`src/rtl/axi_lite_arbiter_pkg.sv`:
```
// Shared definitions for the two-port AXI4-Lite arbiter: FSM states,
// requester port indices and default protection attributes.
package axi_lite_arbiter_pkg;

  typedef enum logic [2:0] {
    S_IDLE,
    S_RADDR,
    S_RDATA,
    S_WADDR,
    S_WRESP,
    S_RESP
  } state_t;

  localparam logic PORT_I = 1'b0;
  localparam logic PORT_D = 1'b1;

  localparam logic [2:0] PROT_I_DEF = 3'b100;
  localparam logic [2:0] PROT_D_DEF = 3'b000;

endpackage

```
`src/rtl/axi_lite_arbiter_rr_grant.sv`:
```
// Two-way round-robin grant: a tie goes to the port that did not win last.
module axi_rr_grant
  import axi_lite_arbiter_pkg::*;
(
  input  logic clk,
  input  logic rst,
  input  logic req0,
  input  logic req1,
  input  logic take,
  output logic grant_valid,
  output logic grant_port
);

  logic last_grant;

  assign grant_valid = req0 | req1;
  assign grant_port  = (req0 && req1) ? ~last_grant : ~req0;

  // Reset to the data port so the fetch port wins the first tie.
  always_ff @(posedge clk) begin
    if (rst)       last_grant <= PORT_D;
    else if (take) last_grant <= grant_port;
  end

endmodule

```
`src/rtl/axi_lite_arbiter.sv`:
```
// Shares one AXI4-Lite master port between instruction fetch (port 0, reads
// only) and data load/store (port 1); one outstanding transaction at a time.
module axi_lite_arbiter
  import axi_lite_arbiter_pkg::*;
#(
  parameter int         ADDR_W = 32,
  parameter int         DATA_W = 32,
  parameter logic [2:0] PROT_I = PROT_I_DEF,
  parameter logic [2:0] PROT_D = PROT_D_DEF
) (
  input  logic                  clk,
  input  logic                  rst,
  input  logic                  req0,
  input  logic [ADDR_W-1:0]     addr0,
  output logic [DATA_W-1:0]     rdata0,
  output logic                  done0,
  input  logic                  req1,
  input  logic                  we1,
  input  logic [ADDR_W-1:0]     addr1,
  input  logic [DATA_W-1:0]     wdata1,
  input  logic [DATA_W/8-1:0]   wstrb1,
  output logic [DATA_W-1:0]     rdata1,
  output logic                  done1,
  output logic                  ARvalid,
  input  logic                  ARready,
  output logic [ADDR_W-1:0]     ARdata,
  output logic [2:0]            ARprot,
  input  logic                  Rvalid,
  output logic                  RReady,
  input  logic [DATA_W-1:0]     Rdata,
  output logic                  AWvalid,
  input  logic                  AWready,
  output logic [ADDR_W-1:0]     AWdata,
  output logic [2:0]            AWprot,
  output logic                  Wvalid,
  input  logic                  Wready,
  output logic [DATA_W-1:0]     Wdata,
  output logic [DATA_W/8-1:0]   Wstrb,
  input  logic                  Bvalid,
  output logic                  Bready
);

  state_t              state;
  logic                gnt;
  logic [ADDR_W-1:0]   addr_q;
  logic [DATA_W-1:0]   wdata_q;
  logic [DATA_W/8-1:0] wstrb_q;
  logic [2:0]          prot_q;
  logic                aw_done;
  logic                w_done;

  logic grant_valid;
  logic grant_port;
  logic take;
  logic grant_write;
  logic aw_fin;
  logic w_fin;

  assign take        = (state == S_IDLE) && grant_valid;
  assign grant_write = (grant_port == PORT_D) && we1;
  assign aw_fin      = aw_done | (AWvalid & AWready);
  assign w_fin       = w_done  | (Wvalid  & Wready);

  // Address/data come straight from the capture registers, which only
  // change in IDLE, so they are stable while any valid is high.
  assign ARdata = addr_q;
  assign AWdata = addr_q;
  assign ARprot = prot_q;
  assign AWprot = prot_q;
  assign Wdata  = wdata_q;
  assign Wstrb  = wstrb_q;

  axi_rr_grant u_grant (
    .clk         (clk),
    .rst         (rst),
    .req0        (req0),
    .req1        (req1),
    .take        (take),
    .grant_valid (grant_valid),
    .grant_port  (grant_port)
  );

  // NOTE: all state uses non-blocking assignments so every branch sees the
  // pre-edge values; blocking here would create ordering-dependent races.
  always_ff @(posedge clk) begin
    if (rst) begin
      state   <= S_IDLE;
      gnt     <= PORT_I;
      addr_q  <= '0;
      wdata_q <= '0;
      wstrb_q <= '0;
      prot_q  <= '0;
      aw_done <= 1'b0;
      w_done  <= 1'b0;
      ARvalid <= 1'b0;
      RReady  <= 1'b0;
      AWvalid <= 1'b0;
      Wvalid  <= 1'b0;
      Bready  <= 1'b0;
      done0   <= 1'b0;
      done1   <= 1'b0;
      // NOTE: read-data registers are plain flops, so they are cleared here
      // and a requester never sees X before its first completion.
      rdata0  <= '0;
      rdata1  <= '0;
    end else begin
      case (state)
        S_IDLE: begin
          if (grant_valid) begin
            gnt     <= grant_port;
            addr_q  <= (grant_port == PORT_D) ? addr1 : addr0;
            wdata_q <= (grant_port == PORT_D) ? wdata1 : '0;
            wstrb_q <= (grant_port == PORT_D) ? wstrb1 : '0;
            prot_q  <= (grant_port == PORT_D) ? PROT_D : PROT_I;
            aw_done <= 1'b0;
            w_done  <= 1'b0;
            if (grant_write) begin
              AWvalid <= 1'b1;
              Wvalid  <= 1'b1;
              state   <= S_WADDR;
            end else begin
              ARvalid <= 1'b1;
              state   <= S_RADDR;
            end
          end
        end
        S_RADDR: begin
          if (ARready) begin
            ARvalid <= 1'b0;
            RReady  <= 1'b1;
            state   <= S_RDATA;
          end
        end
        S_RDATA: begin
          if (Rvalid) begin
            RReady <= 1'b0;
            if (gnt == PORT_D) begin
              rdata1 <= Rdata;
              done1  <= 1'b1;
            end else begin
              rdata0 <= Rdata;
              done0  <= 1'b1;
            end
            state <= S_RESP;
          end
        end
        S_WADDR: begin
          // Address and data channels complete independently.
          if (AWvalid && AWready) begin
            AWvalid <= 1'b0;
            aw_done <= 1'b1;
          end
          if (Wvalid && Wready) begin
            Wvalid <= 1'b0;
            w_done <= 1'b1;
          end
          if (aw_fin && w_fin) begin
            Bready <= 1'b1;
            state  <= S_WRESP;
          end
        end
        S_WRESP: begin
          if (Bvalid) begin
            Bready <= 1'b0;
            done1  <= 1'b1;
            state  <= S_RESP;
          end
        end
        S_RESP: begin
          done0 <= 1'b0;
          done1 <= 1'b0;
          state <= S_IDLE;
        end
        default: state <= S_IDLE;
      endcase
    end
  end

endmodule

```
`config.mk`:
```
export PLATFORM = sky130hd
export DESIGN_NAME = axi_lite_arbiter
export DESIGN_NICKNAME = d
export VERILOG_FILES = /design/src/rtl/axi_lite_arbiter_pkg.sv /design/src/rtl/axi_lite_arbiter_rr_grant.sv /design/src/rtl/axi_lite_arbiter.sv
export SDC_FILE = /design/constraint.sdc
export NUM_CORES = 1
export LEC_CHECK = 0
export ABC_AREA = 1
export BUFFER_PORTS_ARGS = -buffer_cell sky130_fd_sc_hd__buf_2
export CAP_MARGIN = 25
export CORE_AREA = 2 2 125 127
export DETAILED_ROUTE_END_ITERATION = 6
export DIE_AREA = 0 0 127 129
export PLACE_DENSITY = 0.74
export SYNTH_ARGS = -nofsm -noshare
export SYNTH_HDL_FRONTEND = slang
export SYNTH_SLANG_ARGS = --single-unit
```
`constraint.sdc`:
```
create_clock -name clk -period 2.5 [get_ports clk]
set_input_delay 0.25 -clock clk [delete_from_list [all_inputs] [get_ports clk]]
set_output_delay 0.25 -clock clk [all_outputs]
set_load 0.02 [all_outputs]
```
# --- Word level (Yosys, flattened, before mapping) ---
# Cells that the tools add are included.
word_totals:
  register_bits: 149
  latch_bits: 0
  mem_bits_rw: 0
  mem_bits_ro: 0
  inputBits: 142
  out_inout_bits: 177
  wordCells: 108
  memories: 0
classes:
  add_sub_neg: 0
  multipliers: 0
  div_mod_pow: 0
  n_lt_le_gt_ge: 0
  eq_ne: 16
  n_shift: 0
  n_mux: 40
  bitwise_logic: 8
  reduce_logical: 26
op_table:
  columns: ["operator", "count"]
  rows:
  - ["$mux W32", 2]
  - ["$ne A2 B2 Y1 const B", 11]
  - ["$reduce_and A3 Y1", 7]
  - ["$mux W1", 20]
  - ["$mux W3", 6]
  - ["$pmux W1 S2", 8]
  - ["$reduce_and A4 Y1", 4]
  - ["$pmux W3 S5", 1]
  - ["$reduce_bool A2 Y1", 5]
  - ["$eq A3 B2 Y1 const B", 2]
  - ["$eq A3 B3 Y1 const B", 2]
  - ["$logic_and A1 B1 Y1", 6]
  - ["$reduce_and A5 Y1", 1]
  - ["$mux W4", 1]
  - ["$eq A3 B1 Y1 const B", 1]
  - ["$logic_not A3 Y1", 1]
  - ["$not A1 Y1", 3]
  - ["$or A1 B1 Y1", 3]
  - ["$pmux W1 S3", 1]
  - ["$reduce_bool A3 Y1", 1]
  - ["$and A1 B1 Y1", 2]
  - ["$mux W2", 1]
  - ["$reduce_and A2 Y1", 1]

# --- Logic depth before layout (Yosys ltp) ---
depth:
  ltp_word: 6
  ltp_mapped: 11
  depth_no_buf: 9

# --- Hierarchy ---
# From an unflattened synthesis, not the netlist that was laid out.
hier_totals:
  hier_cells: 759
  area_unflattened_um2: 5763.0
by_module_without_submodules:
  columns: ["module", "instances", "cells_each", "area_each_um2", "seq_area_each_um2"]
  rows:
  - ["axi_lite_arbiter", 1, 750, 5705.5, 2922.8]
  - ["axi_rr_grant", 1, 9, 57.6, 20.0]

# --- Least setup slack after synthesis ---
# Ideal clock, no wire load.
synth_timing:
  kind: "flip-flop to flip-flop"
  start: "register state[0]"
  end: "register wdata_q[11] (netlist: Wdata[11])"
  setup_time_ns: 0.070
  arrival_ns: 1.347
  required_ns: 2.430
  setup_slack_ns: 1.083
  path_stages_with_launch: 11
  n_path_buf: 3
  synth_period_minus_slack_ns: 1.417
  cell_sequence: "dfxtp_1 buf_4 nor2_4 nand2_4 nor2_8 inv_2 nor2_4 buf_6 buf_6 nand2_1 a21oi_1"
synth_via:
  elab_chain_cells: 2
synth_lines:
  columns: ["item", "line_no", "source"]
  rows:
  - ["start: declaration", "axi_lite_arbiter.sv:43", "state_t state;"]
  - ["start signal: assignment", "axi_lite_arbiter.sv:87", "state <= S_IDLE;"]
  - ["start signal: assignment", "axi_lite_arbiter.sv:120", "state <= S_WADDR;"]
  - ["start signal: assignment", "axi_lite_arbiter.sv:123", "state <= S_RADDR;"]
  - ["$logic_not A3 Y1", "axi_lite_arbiter.sv:107", "case (state)"]
  - ["$reduce_and A2 Y1 (no line)", null, null]
  - ["end signal: assignment", "axi_lite_arbiter.sv:112", "wdata_q <= (grant_port == PORT_D) ? wdata1 : '0;"]
  - ["end: declaration", "axi_lite_arbiter.sv:46", "logic [DATA_W-1:0] wdata_q;"]
# No other way between the ends.
# A chain may end at the register's enable or synchronous reset.

# --- Worst setup path after layout ---
layout_timing:
  start: "register state[1]"
  end: "register rdata1[8]"
layout_via:
  elab_chain_cells: 2
layout_lines:
  columns: ["item", "line_no", "source"]
  rows:
  - ["$eq A3 B2 Y1", "axi_lite_arbiter.sv:107", null]
  - ["$reduce_and A3 Y1 (no line)", null, null]
  - ["end signal: assignment", "axi_lite_arbiter.sv:138", "rdata1 <= Rdata;"]
  - ["end: declaration", "axi_lite_arbiter.sv:22", "output logic [DATA_W-1:0] rdata1,"]
# No other way between the ends.

==> run_results.csv <==
group,metric,value,unit
clocking,htreeDepth,4,
die,core,14980,um2
worst_setup_path,reg2reg_slack,0.73,ns
global_routing,antenna_found_initial,0,
sta,layout_setup_ws,0.7347,ns
pwr,irDropWorstVdd,0.5765,mV
min_path,min_path_type,"input pin to register",
global_routing,grt_pass1_vias,5406,
sta,tightest_slew,0.7914,ns
worst_setup_path,end_kind,"register",
route,dr.first_iter.drc_count,368,
outcome,status,"completed",
min_path,min_delay_path_depth,3,
worst_setup_path,crit_fanout,32,
min_path,worstHoldStart,"addr1[31]",
global_routing,grt_pass1_wl,26990,um
worst_setup_path,rr_startpoint,"state[1]",
global_routing,globalRoute.totalOverflow,0,
sta,clock_skew,0.008155,ns
route,routed_wl,17200,um
pwr,finalPower,8.237,mW
route,via_per_inst,4.678,
global_routing,grt_max_degree,77,
worst_setup_path,reg2regPathDepth,8,
worst_setup_path,arrival,2.11,ns
die,rows,45,
placement,dp_worst_setup_slack,0.7302,ns
clocking,hold_buffers,0,
pwr,powerDensity,1041,nW/um2
synth,synth.area.top_cells,"dfxtp_1, nand2_1, nor2_1",
die,die_x,127,um
layout,drive_gt1_frac,0.3367,
route,vias,6006,
synth,synthesis.area,6020,um2
die,start_util,0.4019,
synth,synth_common_cells,"nand2_1, dfxtp_1, nor2_1",
clocking,cts_tree,"built",
synth,synth_largest_area_cell,"dfxtp_1",
synth,syn_inst,823,
layout,nets,1225,
clocking,cts_root_buf,"clkbuf_16",
placement,numPortBuffers,314,
clocking,numCtsBuffers,17,
die,ios,319,
route,ant_nets,0,
synth,yosys_most_used_dff,"dfxtp_1",
synth,synthMostInstantiatedCell,"nand2_1",
clocking,clk_path_buf_depth,2,
placement,place_area,7380,um2
sta,whs,0.03295,ns
worst_setup_path,r2r_end,"rdata1[8]",
layout,fin_util,0.5286,
sta,slew_violations,0,
min_path,hold_end,"ARdata[31]",
clocking,post_cts_buffers,0,
layout,n_antenna_cell,0,
sta,fin_crit,1.765,ns
flow_run,max_cap_viol_count,0,
synth,seq_area_frac_synth,0.4889,
sta,fmax,566.5,MHz
synth,ys_seq_elements,147,
clocking,clkSinkCount,147,
placement,hpwl,12350,um
clocking,clkSlewWorstSetupHoldPaths,0.06,ns
layout,area_growth,31.51,%
synth,syn-mean-instance-area,7.314,um2
route,drc,0,
placement,placedCellCount,1252,
synth,ys_types,30,
synth,synthArstFlopShare,0,
worst_setup_path,critPathKind,"register to register",
global_routing,grt_use_total,0.2054,
clocking,clk_latency,0.41,ns
placement,gp_congestion,0.8788,
synth,synth_edf_count,0,
worst_setup_path,cp-start-kind,"register",
sta,finalCritPeriodShare,0.7061,
die,die_y,129,um
sta,tns,0,ns
synth,synth_top_area_frac,0.4889,
sta,report.final.setup_viol,0,
route,first_pass_iters,4,
die,die_area,16380,um2
sta,max_slew_margin,0.4724,
layout,design_area,7916,um2
sta,hold_viol,0,
layout,finalNonFillerCells,1284,
synth,yosys_warnings,0,
clocking,cts_resized,0,
worst_setup_path,required,2.85,ns
route,avgRoutedWirePerCell,13.40,um
sta,grt_setup_unrepaired,"no",
pwr,power_leakage,3.973,nW
==> per-layer routing <==
| metal | wire, um | up-vias | GRT usage |
|---|---|---|---|
| met5 | 0 | - | 0 |
| li1 | - | 3094 | - |
| met3 | 973 | 24 | 0.04699 |
| met4 | 360 | 0 | 0.08339 |
| met2 | 8702 | 200 | 0.3574 |
| met1 | 7164 | 2688 | 0.2465 |
==> critical path: stages (launching register included) <==
cell     delay (ns)
dfxtp_1        0.50
inv_2          0.11
nor2_2         0.13
inv_2          0.08
nor2_8         0.12
nand3_4        0.08
inv_2          0.45
nor2_1         0.08
nor2_1         0.14
==> flip-flops by register name, summed over array words and instances, names as in the netlist <==
name                cells
done0                   1
rdata0                 32
AWvalid                 1
Wdata                  32
ARprot                  1
done1                   1
aw_done                 1
gnt                     1
Wvalid                  1
Bready                  1
u_grant.last_grant      1
ARvalid                 1
Wstrb                   4
RReady                  1
state                   3
rdata1                 32
ARdata                 32
w_done                  1
==> worst max-delay path by stage <==
| stage | depth (start not counted) | start | slack (ns) | to |
|---|---|---|---|---|
| 6_report | 8 | state[1] | 0.73 | rdata1[8] |
| 5_1_grt | 8 | state[1] | 0.52 | rdata1[5] |
| 4_1_cts | 8 | state[1] | 0.71 | rdata1[16] |
| 3_5_place_dp | 8 | state[1] | 0.73 | rdata1[16] |
| 3_3_place_gp | 8 | state[1] | 0.81 | rdata1[22] |
| 2_1_floorplan | 10 | state[0] | 1.08 | Wdata[11] |
==> area by class of cell <==
| type | instances | area (um2) |
|---|---|---|
| clock buffer | 20 | 456.7 |
| clock inverter | 12 | 80.08 |
| fill | 1500 | 7061 |
| inverter | 17 | 63.81 |
| multi-input combinational | 576 | 2479 |
| sequential | 147 | 2943 |
| tap | 188 | 235.2 |
| timing repair buffer | 324 | 1659 |
==> power breakdown <==
group	switching, mW	internal [mW]
sequential	0.301	2.77
clock	0.994	1.32
combinational	1.92	0.929
==> layout by cell type (no fill, tap or decap), types with 4 or more instances in the layout <==
master	n
a21oi_1	80
buf_2	314
buf_4	9
clkbuf_16	17
clkinv_2	6
conb_1	4
dfxtp_1	147
inv_1	11
inv_2	5
nand2_1	251
nand3_1	11
nor2_1	141
o21ai_0	71
==> cell families (layout without fill, tap and decap cells) <==
logic type | Yosys count | in the layout | synth area share
AND/OR/NAND/NOR | 416 | 416 | 0.2779
flip-flops | 147 | 147 | 0.4889
AO/OA/AOI/OAI | 156 | 156 | 0.1314
buffers and inverters | 103 | 373 | 0.1012
other | 1 | 4 | 0.0006230
Note: power is estimated with default switching activity, not from simulation.
